===== config.mk =====
export PLATFORM = sky130hd
export DESIGN_NAME = seq_mult
export DESIGN_NICKNAME = d
export VERILOG_FILES = /design/src/rtl/mult_pkg.sv /design/src/rtl/twos_abs.sv /design/src/rtl/seq_mult.sv
export SDC_FILE = /design/constraint.sdc
export NUM_CORES = 1
export LEC_CHECK = 0
export CORE_ASPECT_RATIO = 0.75
export CORE_MARGIN = 5
export CORE_UTILIZATION = 55
export CTS_BUF_LIST = sky130_fd_sc_hd__clkbuf_16
export DETAILED_ROUTE_END_ITERATION = 8
export DONT_BUFFER_PORTS = 1
export PLACE_DENSITY_LB_ADDON = 0.25
export REMOVE_ABC_BUFFERS = 1
export SLEW_MARGIN = 15
export SYNTH_ARGS = -nofsm -noshare
export SYNTH_HDL_FRONTEND = slang
export SYNTH_HIERARCHICAL = 1
export SYNTH_SLANG_ARGS = --single-unit

===== constraint.sdc =====
create_clock -name clk -period 2.44 [get_ports clk]
set_clock_uncertainty 0.05 [all_clocks]
set_input_delay 0.244 -clock clk [delete_from_list [all_inputs] [get_ports clk]]
set_output_delay 0.244 -clock clk [all_outputs]
set_load 0.05 [all_outputs]

===== src/rtl/mult_pkg.sv =====
// Shared types and defaults for the sequential shift-add multiplier.
package mult_pkg;

  typedef enum logic [1:0] {
    IDLE = 2'd0,
    CALC = 2'd1,
    DONE = 2'd2
  } state_e;

  localparam int DEFAULT_WIDTH = 8;

endpackage


===== src/rtl/twos_abs.sv =====
// Magnitude of a WIDTH-bit operand; sign_o flags a negative two's-complement input.
module twos_abs #(
  parameter int WIDTH = 8
) (
  input  logic [WIDTH-1:0] val_i,
  input  logic             signed_i,
  output logic [WIDTH-1:0] mag_o,
  output logic             sign_o
);

  // The most negative value maps onto itself, which reads correctly as its unsigned magnitude.
  assign sign_o = signed_i & val_i[WIDTH-1];
  assign mag_o  = sign_o ? (~val_i + WIDTH'(1)) : val_i;

endmodule


===== src/rtl/seq_mult.sv =====
// Sequential shift-add multiplier: one multiplier bit per clock, signed or unsigned operands,
// start/done handshake, result held until the next accepted start.
module seq_mult
  import mult_pkg::*;
#(
  parameter int WIDTH = DEFAULT_WIDTH
) (
  input  logic               clk,
  input  logic               rst_n,
  input  logic               start,
  input  logic               signed_mode,
  input  logic [WIDTH-1:0]   a,
  input  logic [WIDTH-1:0]   b,
  output logic               busy,
  output logic               done,
  output logic [2*WIDTH-1:0] prod
);

  localparam int CW = $clog2(WIDTH + 1);
  localparam int AW = 2 * WIDTH + 1;

  state_e             state_q;
  logic [AW-1:0]      acc_q, acc_d;
  logic [WIDTH-1:0]   mcand_q, mplier_q;
  logic [CW-1:0]      cnt_q;
  logic               neg_q, busy_q, done_q;
  logic [2*WIDTH-1:0] prod_q, prod_d;
  logic [WIDTH:0]     upper_sum;
  logic [WIDTH-1:0]   a_mag, b_mag;
  logic               a_neg, b_neg;

  twos_abs #(.WIDTH(WIDTH)) u_abs_a (
    .val_i    (a),
    .signed_i (signed_mode),
    .mag_o    (a_mag),
    .sign_o   (a_neg)
  );

  twos_abs #(.WIDTH(WIDTH)) u_abs_b (
    .val_i    (b),
    .signed_i (signed_mode),
    .mag_o    (b_mag),
    .sign_o   (b_neg)
  );

  // Partial product lands in the upper WIDTH+1 bits so the carry survives the right shift.
  always_comb begin
    upper_sum = acc_q[AW-1:WIDTH] + (mplier_q[0] ? {1'b0, mcand_q} : '0);
    acc_d     = {upper_sum, acc_q[WIDTH-1:0]} >> 1;
    prod_d    = neg_q ? (~acc_d[2*WIDTH-1:0] + (2*WIDTH)'(1)) : acc_d[2*WIDTH-1:0];
  end

  // NOTE: sequential state uses non-blocking assignments so every register samples pre-edge values.
  always_ff @(posedge clk or negedge rst_n) begin
    if (!rst_n) begin
      state_q  <= IDLE;
      acc_q    <= '0;
      mcand_q  <= '0;
      mplier_q <= '0;
      cnt_q    <= '0;
      neg_q    <= 1'b0;
      busy_q   <= 1'b0;
      done_q   <= 1'b0;
      prod_q   <= '0;
    end else begin
      done_q <= 1'b0;
      unique case (state_q)
        IDLE, DONE: begin
          if (start) begin
            mcand_q  <= a_mag;
            mplier_q <= b_mag;
            neg_q    <= a_neg ^ b_neg;
            acc_q    <= '0;
            cnt_q    <= CW'(WIDTH);
            busy_q   <= 1'b1;
            state_q  <= CALC;
          end else begin
            busy_q  <= 1'b0;
            state_q <= IDLE;
          end
        end
        CALC: begin
          acc_q    <= acc_d;
          mplier_q <= mplier_q >> 1;
          cnt_q    <= cnt_q - CW'(1);
          if (cnt_q == CW'(1)) begin
            prod_q  <= prod_d;
            done_q  <= 1'b1;
            busy_q  <= 1'b0;
            state_q <= DONE;
          end
        end
        default: begin
          busy_q  <= 1'b0;
          state_q <= IDLE;
        end
      endcase
    end
  end

  assign busy = busy_q;
  assign done = done_q;
  assign prod = prod_q;

endmodule


# ---- Word-level counts from Yosys, hierarchy flattened
# Index checks and enable logic that the tools add are counted.
dict set report word_totals {
  output_inout_bits 18
  input_bits 20
  regBits 58
}
dict set report op_classes {
  bitwise_logic 6
  n_eq_ne 5
  n_reduce_logical 6
  addsub 5
  n_mux 18
}
# operator count
set op_table {}
lappend op_table {{$pmux W17 S2} 1}
lappend op_table {{$mux W8} 4}
lappend op_table {{$mux W17} 1}
lappend op_table {{$add A16 B1 Y16 const B} 1}
lappend op_table {{$add A8 B1 Y8 const B} 2}
lappend op_table {{$mux W16} 1}
lappend op_table {{$not A16 Y16} 1}
lappend op_table {{$not A8 Y8} 2}
lappend op_table {{$pmux W8 S2} 1}
lappend op_table {{$add A9 B8 Y9} 1}
lappend op_table {{$pmux W4 S2} 1}
lappend op_table {{$reduce_and A2 Y1} 3}
lappend op_table {{$mux W1} 5}
lappend op_table {{$eq A4 B1 Y1 const B} 1}
lappend op_table {{$mux W4} 1}
lappend op_table {{$ne A2 B2 Y1 const B} 2}
lappend op_table {{$pmux W2 S2} 1}
lappend op_table {{$sub A4 B1 Y4 const B} 1}
lappend op_table {{$and A1 B1 Y1} 2}
lappend op_table {{$eq A2 B1 Y1 const B} 1}
lappend op_table {{$eq A2 B2 Y1 const B} 1}
lappend op_table {{$logic_not A2 Y1} 1}
lappend op_table {{$mux W2} 1}
lappend op_table {{$pmux W1 S2} 1}
lappend op_table {{other kinds (3)} 3}

# ---- Logic depth before layout (Yosys ltp)
dict set report depth {
  ltp_word 5
  ltp_mapped 9
}

# ---- Cells and area by module
# Netlist, hierarchy kept.
# mod cells_each instances area_each_um2
set by_module_without_submodules {}
lappend by_module_without_submodules {seq_mult 285 1 2929.1}
lappend by_module_without_submodules {twos_abs 25 2 156.4}

# ---- Worst setup path before layout
# Ideal clock, no wire load.
dict set report synth_path {
  path_kind {reg2reg}
  from {register mplier_q[0]}
  to {register prod_q[15], in the netlist prod[15]}
  path_slack_ns -0.157
  t_required_ns 2.262
  t_arrival_ns 2.419
  stages_incl_launch_ff 10
  path_buffers 0
  path_cell_list {dfrtp_1 and2_1 ha_1 fa_1 a21o_1 a221oi_2 xnor2_1 a2111oi_2 mux2i_1 nand2_1}
}
dict set report synth_between {
  elab_chain_cells 5
}
# item line_no
set synth_lines {}
lappend synth_lines {{from (decl)} seq_mult.sv:24} ;# logic [WIDTH-1:0] mcand_q, mplier_q;
lappend synth_lines {{from (signal assigned)} seq_mult.sv:71} ;# mplier_q <= b_mag;
lappend synth_lines {{from (signal assigned)} seq_mult.sv:84} ;# mplier_q <= mplier_q >> 1;
lappend synth_lines {{$mux W8 *} seq_mult.sv:48} ;# upper_sum = acc_q[AW-1:WIDTH] + (mplier_q[0] ? {1'b0, mcand_q} : '0);
lappend synth_lines {{$add A9 B8 Y9 *} seq_mult.sv:48}
lappend synth_lines {{$not A16 Y16} seq_mult.sv:50} ;# prod_d = neg_q ? (~acc_d[2*WIDTH-1:0] + (2*WIDTH)'(1)) : acc_d[2*WIDTH-1:0];
lappend synth_lines {{$add A16 B1 Y16} seq_mult.sv:50}
lappend synth_lines {{$mux W16 *} seq_mult.sv:50}
lappend synth_lines {{to (signal assigned)} seq_mult.sv:87} ;# prod_q <= prod_d;
lappend synth_lines {{to (decl)} seq_mult.sv:27} ;# logic [2*WIDTH-1:0] prod_q, prod_d;
# Every way passes the cells marked *; elsewhere a longest branch is shown, timed or not.
# A chain may end at the register's enable or synchronous reset.

# ---- Final worst setup path
dict set report layout_path {
  from {register mplier_q[0]}
  to {register prod_q[14], in the netlist prod[14]}
}
# The elaborated chain is that of the path after synthesis.

==> metrics.txt <==
status complete, but fails checks; failing checks setup timing; register area share after synthesis 0.425; cell with the most instances after synthesis dfrtp_1; worst r2r dst prod[14]; Pleak between 1.5 and 2 nW; Endpoint, Worst Hold mcand_q[0]; share of layout cells above drive strength 1 0.234; max_slew headroom 0.661; worst setup margin -65.4 ps; Pwr Density approximately 1500 mW/mm²; nets@finish ~390; Die Height ~76 µm; Peak supply drop approximately 0.54 mV; WL/cell around 16 µm; critical path required time 2570 ps; reg2reg path depth 9; Post-Place Cells between 400 and 500; worst r2r src mplier_q[0]; EDFF count, synth 0; drt total wl just under 7 mm; worst-path maximum fanout 5; Worst R2R Setup Slack -70 ps; crit-path cells buf_6, and2_4, ha_4, a21o_1, o21bai_4, or3_4, a2111oi_4, mux2i_1, nand2_1; top_reg_cell synth dfrtp_1; die area about 0.0075 mm²; Seq cells post-synth 55; post-synth top area cell dfrtp_1; Mapped Area ~0.0032 mm²; Non-Filler Instances roughly 440; WP depth 9; Worst path top cell family by delay compound AO/OA/AOI/OAI gates; Clock transition at path regs ~70 ps; RSZ-0062 raised after global routing true; Hold Crit Depth 1; Worst Tran Pin Value between 500 and 600 ps; Worst Hold Launch a[0]; Slew Viols, Final 0; Setup Viol. Count Final 3; Mapped Avg Cell Area slightly below 10 µm²; Vias/cell between 5 and 6; Slowest cell on crit path dfrtp_1; highest clock rate roughly 0.40 GHz; min-delay worst type in -> reg; top cell type's share of synthesized area 0.425; type of origin of the critical path register; H-tree levels 2; period utilization 1.03; Crit path largest cell delay ~440 ps; Async SR Flop Fraction 1.00; initial antenna violation count 0; Post-DRT Antenna Nets 0; Ports 38; GPL Wtd Cong between 0.8 and 0.9; crit path capture type register; vias in the first global route ~2,400; Area Growth Syn to Fin 19.3%; Fin Hold WS 53.1 ps; critical path class reg -> reg; critical path arrival between 2000 and 3000 ps; detailed-placement wirelength estimate roughly 4.7 mm; # diodes 0; number of DRC markers in iteration 0 ~110; TritonCTS Buffers 5; Synth cell types 54; max_cap viols 0; Ys Warns 6; cell count after synthesis roughly 340; GRT overflow 0; clk_lat worst skew between 200 and 300 ps; core footprint between 0.005 and 0.006 mm²; WP buf/inv 1; drc violations 0; Site Rows 24; # fillers 448; final count of hold timing violations 0; pin count of the biggest net entering global routing 56; Area contributors post-synth dfrtp_1 42%, xor2_1 5.4%, nand2_1 5.3%; Port-buffer cells 0; min Tclk post-route 2510 ps; most instantiated cells after synthesis 55 x dfrtp_1, 46 x nand2_1, 20 x xor2_1; TritonRoute pass-1 iters 4; CTS sink cnt 55; Die W just under 100 µm; clk buf depth 2; root buf cell clkbuf_16; DR vias roughly 2,500; initial core utilization 0.562; total global-route track usage 0.184; first-pass GRT wire length ~12 mm; TritonCTS clock tree built
kinds of logic after synthesis:
| group | share of synthesized area |
|---|---|
| AOI/OAI and AO/OA | 0.182 |
| xor gates and xnor gates | 0.0675 |
| adders and majority gates | 0.0564 |
| DFF | 0.425 |
| muxes | 0.0432 |
| and+or+nand+nor | 0.190 |
| buffers and inverters | 0.0359 |
cell type report:
| type | instances | area [µm²] | area share |
|---|---|---|---|
| Multi-Input combinational cell | 253 | 1920 | 0.497 |
| Sequential cell | 55 | 1380 | 0.356 |
| Timing Repair Buffer | 29 | 248 | 0.0641 |
| Clock buffer | 5 | 125 | 0.0324 |
| Tap cell | 78 | 97.6 | 0.0252 |
| Inverter | 14 | 52.6 | 0.0136 |
| Clock inverter | 3 | 43.8 | 0.0113 |
registers in the layout (all words and copies together) (netlist names):
signal	flops
acc_q	15
busy	1
cnt_q	4
mcand_q	8
prod	16
done	1
neg_q	1
state_q	1
mplier_q	8
per-layer routing:
layer | share of wire | vias up | track usage
li1 | - | 1233 | -
met4 | 0.0091 | 0 | 0.0518
met1 | 0.48 | 1185 | 0.263
met2 | 0.46 | 62 | 0.274
met3 | 0.055 | 7 | 0.0485
met5 | 0 | - | 0
stage by stage:
stage               power [mW]  setup WS, ps  utilization  TNS, ps  cell area, µm²
detailed placement        4.57          -225        0.597     -531            3440
CTS                       5.67         -32.5        0.655    -48.3            3770
finish                    5.88         -65.4        0.671    -90.4            3870
floorplan                 3.77          -368            -    -3570            3180
global route              6.29          -167        0.671     -451            3870
global placement          4.50          -125        0.597     -281            3440
worst max path at each step:
stage / from / to / slack (ps)
2_1_floorplan: busy / prod[14] / -370
3_3_place_gp: mplier_q[0] / prod[14] / -130
4_1_cts: mplier_q[0] / prod[14] / -30
5_1_grt: mplier_q[0] / prod[13] / -170
6_report: mplier_q[0] / prod[14] / -70
3_5_place_dp: mplier_q[0] / prod[14] / -230
power breakdown:
part	switching [mW]	internal [mW]	total, mW
Combinational	1.51	1.46	2.97
Sequential	0.790	1.30	2.09
Clock	0.330	0.485	0.814
repair_timing:
item / in CTS / in global routing
endpoints found under the setup margin: 3 / 4
pin swaps: 4 / 8
setup buffers: 2 / 3
hold buffers: 2 / 0
gates resized for setup: 14 / 14
hold endpoints to repair: 55 / 0
worst reg2reg max path, cell delays in order (launching register included):
cell       delay (ps)
dfrtp_1           440
buf_6             160
and2_4            140
ha_4              150
a21o_1            190
o21bai_4          170
or3_4             410
a2111oi_4         390
mux2i_1           240
nand2_1            60
layout by cell type (no fill, tap or decap), types with 4 or more instances in the layout:
cell,n
a22o_1,12
xor2_1,20
ha_4,4
a22oi_1,9
dfrtp_1,55
clkbuf_16,5
inv_1,13
and2_1,4
nor2_1,17
nand3_1,6
buf_4,25
nor2b_1,4
o21ai_1,9
o21ai_0,18
ha_1,8
and2_4,4
a21oi_1,13
nand2_1,46
nor3_1,8
mux2_2,8
mux2i_1,5
Power figures use the tool's default switching activity.
